==> config.mk <==
export PLATFORM = sky130hd
export DESIGN_NAME = button_bank_debounce
export DESIGN_NICKNAME = d
export VERILOG_FILES = /design/src/rtl/button_bank_debounce.sv
export SDC_FILE = /design/constraint.sdc
export NUM_CORES = 1
export LEC_CHECK = 0
export CAP_MARGIN = 0
export CORE_ASPECT_RATIO = 2
export CORE_MARGIN = 2
export CORE_UTILIZATION = 56
export DETAILED_ROUTE_END_ITERATION = 8
export PLACE_DENSITY = 0.86
export RECOVER_POWER = 50
export SYNTH_ARGS = -nofsm -noshare
export SYNTH_HDL_FRONTEND = slang
export SYNTH_SLANG_ARGS = --single-unit
==> constraint.sdc <==
create_clock -name clk -period 1.6 [get_ports clk]
set_input_delay 0.16 -clock clk [delete_from_list [all_inputs] [get_ports clk]]
set_output_delay 0.16 -clock clk [all_outputs]
set_load 0.02 [all_outputs]
==> src/rtl/button_bank_debounce.sv <==
// button_bank_debounce: per-key synchroniser, debounce filter, press/release/long pulses.
// Define AUTO_REPEAT_EN to build the auto-repeat counter; otherwise key_repeat is tied low.
module button_bank_debounce #(
   parameter int N_KEYS          = 4,
   parameter bit ACTIVE_LOW      = 1'b0,
   parameter int DEBOUNCE_CYCLES = 4,
   parameter int LONG_CYCLES     = 20,
   parameter int REPEAT_CYCLES   = 8
) (
   input  logic              clk,
   input  logic              reset,
   input  logic [N_KEYS-1:0] key_raw_in,
   output logic [N_KEYS-1:0] key_level,
   output logic [N_KEYS-1:0] key_press,
   output logic [N_KEYS-1:0] key_release,
   output logic [N_KEYS-1:0] key_long,
   output logic [N_KEYS-1:0] key_repeat
);
   localparam int DBW = DEBOUNCE_CYCLES > 1 ? $clog2(DEBOUNCE_CYCLES) : 1;
   localparam int HW  = $clog2(LONG_CYCLES + 1);
   localparam logic [DBW-1:0] DB_LAST   = DBW'(DEBOUNCE_CYCLES - 1);
   localparam logic [HW-1:0]  HOLD_LAST = HW'(LONG_CYCLES - 1);
`ifdef AUTO_REPEAT_EN
   localparam int RW = $clog2(REPEAT_CYCLES + 1);
   localparam logic [RW-1:0] REP_LAST = RW'(REPEAT_CYCLES - 1);
`endif

   typedef enum logic [1:0] {IDLE, HOLD, LONG} hold_state_e;

   if (N_KEYS < 1 || DEBOUNCE_CYCLES < 1 || LONG_CYCLES < 1 || REPEAT_CYCLES < 1) begin : g_bad_cfg
      $error("button_bank_debounce: N_KEYS and cycle parameters must be >= 1");
   end

   logic [N_KEYS-1:0] s1_q, s2_q;

   always_ff @(posedge clk) begin
      if (reset) begin
         s1_q <= '0;
         s2_q <= '0;
      end else begin
         s1_q <= key_raw_in ^ {N_KEYS{ACTIVE_LOW}};
         s2_q <= s1_q;
      end
   end

   for (genvar k = 0; k < N_KEYS; k++) begin : g_key
      logic [DBW-1:0] db_cnt_q, db_cnt_d;
      logic           level_q, level_d;
      logic [HW-1:0]  hold_cnt_q;
      hold_state_e    state_q;
      logic           press_q, release_q, long_q;
      logic           rise, fall, long_hit;

      // The level only flips once the synced input has disagreed for DEBOUNCE_CYCLES cycles in a row.
      always_comb begin
         db_cnt_d = (s2_q[k] == level_q || db_cnt_q == DB_LAST) ? '0 : db_cnt_q + DBW'(1);
         level_d  = (s2_q[k] != level_q && db_cnt_q == DB_LAST) ? s2_q[k] : level_q;
      end

      assign rise     = level_d & ~level_q;
      assign fall     = level_q & ~level_d;
      assign long_hit = state_q == HOLD && hold_cnt_q == HOLD_LAST && !fall;

      always_ff @(posedge clk) begin
         if (reset) begin
            db_cnt_q   <= '0;
            level_q    <= 1'b0;
            hold_cnt_q <= '0;
            state_q    <= IDLE;
            press_q    <= 1'b0;
            release_q  <= 1'b0;
            long_q     <= 1'b0;
         end else begin
            db_cnt_q  <= db_cnt_d;
            level_q   <= level_d;
            press_q   <= rise;
            release_q <= fall;
            long_q    <= long_hit;
            if (fall) begin
               state_q <= IDLE;
            end else if (rise) begin
               state_q    <= HOLD;
               hold_cnt_q <= '0;
            end else if (long_hit) begin
               state_q <= LONG;
            end else if (state_q == HOLD && hold_cnt_q != HOLD_LAST) begin
               hold_cnt_q <= hold_cnt_q + HW'(1);
            end
         end
      end

      assign key_level[k]   = level_q;
      assign key_press[k]   = press_q;
      assign key_release[k] = release_q;
      assign key_long[k]    = long_q;

`ifdef AUTO_REPEAT_EN
      logic [RW-1:0] rep_cnt_q;
      logic          repeat_q, rep_hit;

      // Counter idles at zero outside LONG, so the first repeat lands REPEAT_CYCLES after key_long.
      assign rep_hit = state_q == LONG && rep_cnt_q == REP_LAST && !fall;

      always_ff @(posedge clk) begin
         if (reset) begin
            rep_cnt_q <= '0;
            repeat_q  <= 1'b0;
         end else begin
            repeat_q  <= rep_hit;
            rep_cnt_q <= (state_q != LONG || rep_hit) ? '0 : rep_cnt_q + RW'(1);
         end
      end

      assign key_repeat[k] = repeat_q;
`else
      assign key_repeat[k] = 1'b0;
`endif
   end
endmodule

==> results of run 1 <==
==> layout by cell type, fill, tap and decap left out, types with 7 or more instances in the layout <==
| cell type | n |
|---|---|
| a21oi_1 | 21 |
| and2_1 | 7 |
| clkbuf_8 | 12 |
| clkdlybuf4s50_1 | 18 |
| dfxtp_1 | 60 |
| ha_1 | 7 |
| nand2_1 | 10 |
| nand3_1 | 9 |
| nand4_1 | 8 |
| nor2_1 | 23 |
| nor2b_1 | 15 |
| nor3_1 | 8 |
| nor4_1 | 7 |
| xor2_1 | 10 |
==> area by class of cell <==
type	instances	area (um2)
Clock inverter	1	5.005
Multi-Input combinational cell	189	1245
Fill cell	363	1565
Clock buffer	15	176.4
Inverter	5	18.77
Timing Repair Buffer	30	274.0
Sequential cell	60	1201
Tap cell	55	68.82
==> cells by family (layout without fill, tap and decap cells) <==
family | after synthesis | after routing
adder cells (fa/ha/maj) | 8 | 8
XOR/XNOR | 14 | 14
buffers and inverters | 36 | 51
multiplexers | 2 | 2
flip-flops | 60 | 60
AO/OA/AOI/OAI | 43 | 43
other | 1 | 4
AND/OR/NAND/NOR | 118 | 118
==> per-layer routing <==
metal	GRT usage, %	vias to the layer above
met2	34.33	50
met1	20.13	926
met5	0	-
li1	-	998
met4	13.21	0
met3	6.380	15
==> per-stage QoR <==
step	hold WS (ns)	setup TNS [ns]	setup slack (ns)	instance area, um2	utilization (%)
2_1_floorplan	0.2882	0	0.2095	2646	-
3_3_place_gp	0.4117	0	0.1482	2818	61.87
3_5_place_dp	0.4173	-0.02564	-0.02564	2818	61.87
4_1_cts	0.3603	0	0.05628	3003	65.93
5_1_grt	0.3721	0	0.002082	2989	65.63
6_report	0.3692	0	0.08228	2989	65.63
==> cells in the mapped netlist (3+ instances only) <==
cell type	n	area (um2)
dfxtp_1	60	1201
nor2_1	23	86.33
a21oi_1	22	110.1
buf_4	20	150.1
nor2b_1	15	93.84
nand2_1	10	37.54
xor2_1	10	87.58
clkbuf_1	9	33.78
nand3_1	9	45.04
ha_1	8	100.1
nand4_1	8	50.05
nor3_1	8	40.04
and2_1	7	43.79
nor4_1	7	43.79
nand2b_1	6	37.54
nand3b_1	6	45.04
inv_1	5	18.77
nand4bb_1	4	45.04
nor4b_1	4	35.03
o21bai_1	4	30.03
o21ai_0	3	15.01
o31ai_1	3	22.52
xnor2_1	3	26.28
==> state kept, by name, summed over array words and instances (netlist names) <==
register          count
g_key.db_cnt_q        8
g_key.press_q         4
g_key.state_q         8
g_key.level_q         4
g_key.long_q          4
s2_q                  4
g_key.hold_cnt_q     20
s1_q                  4
g_key.release_q       4
==> power by group <==
| part | switching (mW) | total [mW] | internal (mW) |
|---|---|---|---|
| clock | 0.560 | 1.25 | 0.688 |
| combinational | 0.127 | 0.231 | 0.103 |
| sequential | 0.0424 | 1.59 | 1.54 |
| total | 0.730 | 3.07 | 2.34 |
==> path summary, 6_finish.rpt <==
kind	slack, ns	cells past startpoint	to	start
worst max register to register	0.10	5	g_key[3].hold_cnt_q[2]	g_key[3].hold_cnt_q[0]
worst min-delay path	0.37	2	s1_q[1]	key_raw_in[1]
worst min register to register	0.42	1	g_key[3].db_cnt_q[0]	g_key[3].db_cnt_q[0]
worst max-delay path	0.08	1	key_level[3]	g_key[3].level_q
==> worst reg2reg max path, delay by kind of cell, from the launching register on <==
| kind | cells | cell delay [ns] |
|---|---|---|
| compound gates | 1 | 0.14 |
| flops | 1 | 0.34 |
| simple gates | 3 | 0.75 |
| fa+ha+maj | 1 | 0.22 |
==> what timing repair did <==
action                                  in CTS  in global routing
endpoints found under the hold margin        0                  0
pin swaps                                    0                  2
gates resized for setup                      3                  4
endpoints found under the setup margin       3                  5
==> results.toml, run 1 <==
[yosys]
synth-xor-area-share_pct = 4.938
synth-seq-cells = 60
synth_top_family_by_area = "simple AND/OR/NAND/NOR gates"
syn_inst = 282
synth_compound_area_share_pct = 10.16
synth-seq-area-share_pct = 45.58
synthSimpleGateAreaFrac_pct = 26.31
ys_async_sr_fraction_pct = 0
post_synth.cell_area_avg_um2 = 9.344
ys_warn_count = 0
synth_edf_count = 0
synth.distinct_cells = 45
synth-adder-area-share_pct = 3.799
ys.flop_type = "dfxtp_1"
synth_area_um2 = 2635
synthMuxAreaShare_pct = 0.7597

[layout]
diodes = 0
area_growth_syn_to_layout_pct = 13.44
drive_gt1_share_pct = 8.000
layout.nets = 309
final_cells = 355

[route]
drtIter0Drc = 40
route.met2.wl_mm = 2.467
viasPerCell = 5.603
antenna_left = 0
routed.top_layer = "met4"
met3_length_um = 189
avgRoutedWirePerCell_um = 13.09
wl_mm = 4.647
dr.pass1.iters = 4
wl_met1_mm = 1.826
drc = 0
route.vias.total = 1989

[critical_path]
crit_family = "buffers and inverters"
cp_cell_sequence = "clkdlybuf4s50_1"
critPathMaxStageDelay_ns = 0.63
cp_max_fo = 3
start_kind = "flop"
arrival_ns = 1.36
path_class = "flop to output pin"
cp-end-kind = "output pin"
path_buf_inv = 1
cpMaxStageDelayCell = "clkdlybuf4s50_1"
crit_required_ns = 1.44

[clocking]
cts_tree = "done"
post_cts_buffers = 0
clock_sinks = 60
cts_buffers = 9
cts_hold_buf = 0
htreeDepth = 3
insertion_delay_ns = 0.34
ctsLongestPathBuffers = 2
path_clk_slew_ns = 0.06
cts_root_buf = "clkbuf_8"

[place]
place_inst = 339
dpl.hpwl_mm = 3.238
port_buffers = 21
gp_congestion = 0.8389

[floorplan]
rows = 35
ioPinCount = 26
die_h_um = 101.0
coreArea_um2 = 4554
die_x_um = 52.51
dieArea_um2 = 5304
initial_utilization_pct = 57.86

[timing]
finalCritPeriodShare_pct = 94.86
setup_viol = 0
rsz0062_at_grt = "false"
final_hold_viol_count = 0
max_freq_ghz = 0.6589
worst_clock_skew_ns = 0.004455
fin_crit_ns = 1.518
slew_viol_final = 0

[pwr]
ir_drop_mv = 0.7413
p_leak_nw = 1.126
power_mw = 3.066
power_density_nw_per_um2 = 1026

[global_route]
grt_pass1_vias = 1914
grtUsageTotal_pct = 20.18
grt_pass1_wl_mm = 7.969
grt_overflow = 0
antenna_found_initial = 0
grt_max_degree = 30

[hold_path]
hp-class = "input port to flop"

[status]
status = "completed"

[job]
maxCapViolCount = 0
Power figures use the tool's default switching activity.
==> run 2, diff against run 1 <==
Settings changed: CORE_UTILIZATION 56 to 36, PLACE_DENSITY 0.86 to 0.62.
==> results.toml, run 2 (synthesized netlist as in run 1, its figures left out) <==
[critical_path]
arrival_ns = 1.76
crit_required_ns = 1.86
ff2ff_path_depth = 5
path_class = "flop to flop"
crit_end = "g_key[3].hold_cnt_q[2]"
critPathMaxStageDelay_ns = 0.49
cp_cell_sequence = "ha_2 -> nand4bb_1 -> nand2_2 -> or4b_1 -> a21oi_2"
start_kind = "flop"
reg2reg_slack_ns = 0.1
cpMaxStageDelayCell = "or4b_1"
cp_max_fo = 5
cp.depth = 5
crit_family = "simple AND/OR/NAND/NOR gates"
r2r_start = "g_key[3].hold_cnt_q[0]"
path_buf_inv = 0
cp-end-kind = "flop"
timing.rr.end = "g_key[3].hold_cnt_q[2]"
crit_start = "g_key[3].hold_cnt_q[0]"

[timing]
fin_crit_ns = 1.504
worst_clock_skew_ns = 0.005676
max_freq_ghz = 0.6649
final_hold_viol_count = 0
fin_hold_ws_ns = 0.4015
finalCritPeriodShare_pct = 93.99
setup_viol = 0
setup_ws_ns = 0.09609
slew_viol_final = 0

[place]
port_buffers = 21
gp_congestion = 0.8543
dpl.hpwl_mm = 3.231
post-place-ws_ns = 0.06711
place_inst = 373

[route]
route.vias.total = 1957
drc = 0
dr.pass1.iters = 6
drtIter0Drc = 127
avgRoutedWirePerCell_um = 12.23
viasPerCell = 5.031
wl_mm = 4.756
antenna_left = 0

[pwr]
combPwrFrac_pct = 6.2
p_clk_share_pct = 50.0
power_density_nw_per_um2 = 1159
intPower_mw = 2.837
power_mw = 3.622
p_leak_nw = 1.166
seq_power_share_pct = 43.8
switchingPower_uw = 785.9
ir_drop_mv = 0.7463
switching_share_pct = 21.70

[layout]
layout.nets = 306
final_cells = 389
fillers = 716
diodes = 0
drive_gt1_share_pct = 9.428
layout_common_cells = "dfxtp_1 (59), nor2_1 (23), a21oi_1 (21), nor2b_1 (15), clkdlybuf4s50_1 (14)"
final_common_cell = "dfxtp_1"
area_growth_syn_to_layout_pct = 18.57
seq_area_um2 = 1202
largest-register = "g_key.hold_cnt_q"
multi_input_area_um2 = 1256
largest_reg_flops = 20
largest_registers = "g_key.hold_cnt_q: 20 flops, g_key.db_cnt_q: 8 flops, g_key.state_q: 8 flops"

[clocking]
insertion_delay_ns = 0.32
post_cts_buffers = 0
ctsLongestPathBuffers = 2
clock_sinks = 60
cts_hold_buf = 0
cts_tree = "done"
path_clk_slew_ns = 0.05
htreeDepth = 3
cts_root_buf = "clkbuf_16"
cts_buffers = 9

[job]
maxCapViolCount = 0

[floorplan]
die_h_um = 125.0
die_x_um = 64.50
ioPinCount = 26
dieArea_um2 = 8061
rows = 44
initial_utilization_pct = 36.82
coreArea_um2 = 7157

[global_route]
antenna_found_initial = 0
grt_use_met3_pct = 4.946
grt_pass1_vias = 1868
grtUsageTotal_pct = 13.06
use_met2_pct = 20.22
grt_overflow = 0
grt_pass1_wl_mm = 8.259
grtUsageMet1_pct = 15.71
grt-busiest-layer = "met2"
grt_max_degree = 27

[status]
status = "completed"

[hold_path]
hp-class = "input port to flop"
## run 2: cell types whose count changed in the layout (fill, tap and decap cells not counted), sizes merged
cell           delta
buf               -1
bufinv            +1
clkbuf            -5
clkdlybuf4s50     -4
clkinv            +4
dlygate4sd2       -1
dlygate4sd3       +3
## run 2: stage by stage
step	cell area, um2	setup TNS (ns)	utilization [%]
finish	3124	0	43.65
global route	3124	-0.02438	43.65
CTS	3126	0	43.67
detailed placement	2841	0	39.70
global placement	2841	0	39.70
floorplan	2646	0	-
## run 2: metal layers
layer  up-vias  wire, um
met5         -         0
met1       908      2188
met3         8       228
met2        47      2251
li1        994         -
met4         0        88
## run 2: timing repair
action	in CTS	in global routing
resized for setup	2	10
pin swaps	0	1
endpoints found under the setup margin	2	10
## run 2: worst min-delay path by stage
stage / slack, ns / start / to / cells after the start
finish: 0.40 / key_raw_in[1] / s1_q[1] / 2
global route: 0.40 / key_raw_in[0] / s1_q[0] / 2
CTS: 0.39 / key_raw_in[1] / s1_q[1] / 2
detailed placement: 0.43 / s1_q[0] / s2_q[0] / 1
global placement: 0.41 / g_key[3].db_cnt_q[0] / g_key[3].db_cnt_q[0] / 1
floorplan: 0.29 / key_raw_in[0] / s1_q[0] / 1
## run 2: power groups by stage
stage	registers, mW	logic (mW)	clock network (mW)
after floorplan	1.61	0.176	0
after global placement	1.61	0.213	0
after detailed placement	1.62	0.226	0
after CTS	1.59	0.227	1.86
after global routing	1.59	0.256	1.93
final	1.59	0.225	1.81
## run 2: area by class of cell
type	count	area share, %
timing repair buffer	27	7.930
clock buffer	10	7.329
tap	92	3.684
multi-input combinational	189	40.21
inverter	5	0.6007
clock inverter	6	1.762
sequential	60	38.49
==> run 3, diff against run 2 <==
Settings changed: CORE_UTILIZATION 36 to 56, GPL_TIMING_DRIVEN set to 0, PLACE_DENSITY 0.62 to 0.86.
==> results.toml, run 3 (synthesized netlist as in run 1, its figures left out) <==
[place]
gp_congestion = 0.8715
dpl.hpwl_mm = 3.394
port_buffers = 20
post-place-ws_ns = 0.01274

[job]
maxCapViolCount = 0

[timing]
worst_clock_skew_ns = 0.007741
slew_viol_final = 0
setup_tns_ns = 0
setup_ws_ns = 0.04984
finalCritPeriodShare_pct = 96.89
setup_viol = 0
rsz0062_at_grt = "false"
final_hold_viol_count = 0
max_freq_ghz = 0.6451
slew_headroom_pct = 63.47
tightest_slew_ns = 0.5480
fin_crit_ns = 1.550

[route]
route.met2.wl_mm = 2.650
drtIter0Drc = 47
route.vias.total = 2111
wl_met1_mm = 1.813
wl_mm = 4.764
drc = 0
avgRoutedWirePerCell_um = 12.70
dr.pass1.iters = 5
antenna_left = 0
routed.top_layer = "met4"
viasPerCell = 5.629
met3_length_um = 183

[pwr]
p_leak_nw = 1.209
ir_drop_mv = 1.011
power_density_nw_per_um2 = 1037

[floorplan]
initial_utilization_pct = 57.86
die_h_um = 101.0
ioPinCount = 26
coreArea_um2 = 4554
die_x_um = 52.51
dieArea_um2 = 5304
rows = 35

[critical_path]
cp_max_fo = 5
start_kind = "flop"
cp-end-kind = "flop"
crit_required_ns = 1.86
r2r_start = "g_key[3].hold_cnt_q[0]"
cpMaxStageDelayCell = "or4b_1"
path_class = "flop to flop"
reg2reg_slack_ns = 0.05
cp_cell_sequence = "ha_2 -> nand4bb_1 -> nand2_1 -> or4b_1 -> a21oi_1"
crit_family = "simple AND/OR/NAND/NOR gates"
timing.rr.end = "g_key[3].hold_cnt_q[2]"
ff2ff_path_depth = 5
critPathMaxStageDelay_ns = 0.48
arrival_ns = 1.81
path_buf_inv = 0

[clocking]
ctsLongestPathBuffers = 2
path_clk_slew_ns = 0.07
cts_tree = "done"
htreeDepth = 3
clock_sinks = 60
insertion_delay_ns = 0.34
cts_buffers = 9
cts_hold_buf = 0
cts_root_buf = "clkbuf_8"

[layout]
layout_common_cells = "dfxtp_1 (58), nor2_1 (23), a21oi_1 (22), buf_4 (21), clkdlybuf4s50_1 (18)"
largest_registers = "g_key.hold_cnt_q: 20 flops, g_key.db_cnt_q: 8 flops, g_key.state_q: 8 flops"
layout.nets = 329
diodes = 0
largest-register = "g_key.hold_cnt_q"
area_growth_syn_to_layout_pct = 19.52
final_common_cell = "dfxtp_1"
fillers = 373
drive_gt1_share_pct = 15.00
largest_reg_flops = 20

[global_route]
grt_overflow = 0
grt_max_degree = 12
grt_pass1_vias = 1973
grtUsageTotal_pct = 20.48
antenna_found_initial = 0
grt_pass1_wl_mm = 8.100

[hold_path]
holdPathEnd = "g_key[2].hold_cnt_q[3]"
whs_path_depth = 3
min_from = "reset"
hp-class = "input port to flop"

[status]
status = "completed"
run 3: changes by cell type in the layout (fill, tap and decap cells not counted), sizes merged:
cell,delta
buf,+19
clkinvlp,+1
clkdlybuf4s50,+4
dlygate4sd3,-4
bufinv,+1
clkinv,-1
clkbuf,+4
dlygate4sd2,-1
run 3: worst register-to-register path: cells and delay by family, from the launching register on:
family / cells / cell delay [ns]
compound gates: 1 / 0.17
flops: 1 / 0.34
fa+ha+maj: 1 / 0.22
simple gates: 3 / 0.75
run 3: final cells by class:
type,instances,area (um2),share of cell area [%]
Buffer,29,192.7,6.118
Clock buffer,9,123.9,3.933
Clock inverter,7,91.34,2.900
Inverter,5,18.77,0.5959
Multi-Input combinational cell,189,1255,39.85
Sequential cell,60,1204,38.22
Tap cell,55,68.82,2.185
Timing Repair Buffer,21,195.2,6.198
run 3: how the worst max path moves through the flow:
stage | slack [ns] | endpoint | cells after the start | startpoint
floorplan | 0.21 | g_key[3].hold_cnt_q[2] | 5 | g_key[3].hold_cnt_q[0]
global placement | 0.02 | g_key[3].hold_cnt_q[2] | 4 | reset
detailed placement | 0.01 | g_key[1].hold_cnt_q[1] | 6 | g_key[1].db_cnt_q[0]
CTS | 0.0007 | key_level[1] | 2 | g_key[1].level_q
global route | 0.002 | key_level[3] | 2 | g_key[3].level_q
finish | 0.05 | g_key[3].hold_cnt_q[2] | 5 | g_key[3].hold_cnt_q[0]
run 3: per-stage QoR:
stage / util, % / instances / power [mW] / cell area, um2 / hold slack, ns
2_1_floorplan: - / 285 / 1.782 / 2646 / 0.2882
3_3_place_gp: 64.01 / 360 / 1.827 / 2915 / 0.4141
3_5_place_dp: 64.01 / 360 / 1.838 / 2915 / 0.4218
5_1_grt: 69.15 / 375 / 3.387 / 3149 / 0.3784
4_1_cts: 68.63 / 374 / 3.289 / 3126 / 0.3687
6_report: 69.15 / 375 / 3.267 / 3149 / 0.3575
run 3: repair_timing:
item,CTS,global route
setup buffers,0,1
gates resized for setup,2,10
gates cloned,0,0
setup endpoints to repair,4,9
run 3: layer usage:
| metal | vias to the layer above | track usage, % |
|---|---|---|
| met3 | 12 | 4.896 |
| met2 | 58 | 36.44 |
| met1 | 1003 | 19.92 |
| met4 | 0 | 13.21 |
| met5 | - | 0 |
| li1 | 1038 | - |
run 3: report_power, final:
group	switching, mW	internal (mW)	leakage (nW)
logic	0.125	0.102	0.612
registers	0.0410	1.54	0.488
clock network	0.586	0.869	0.109
total	0.751	2.52	1.21
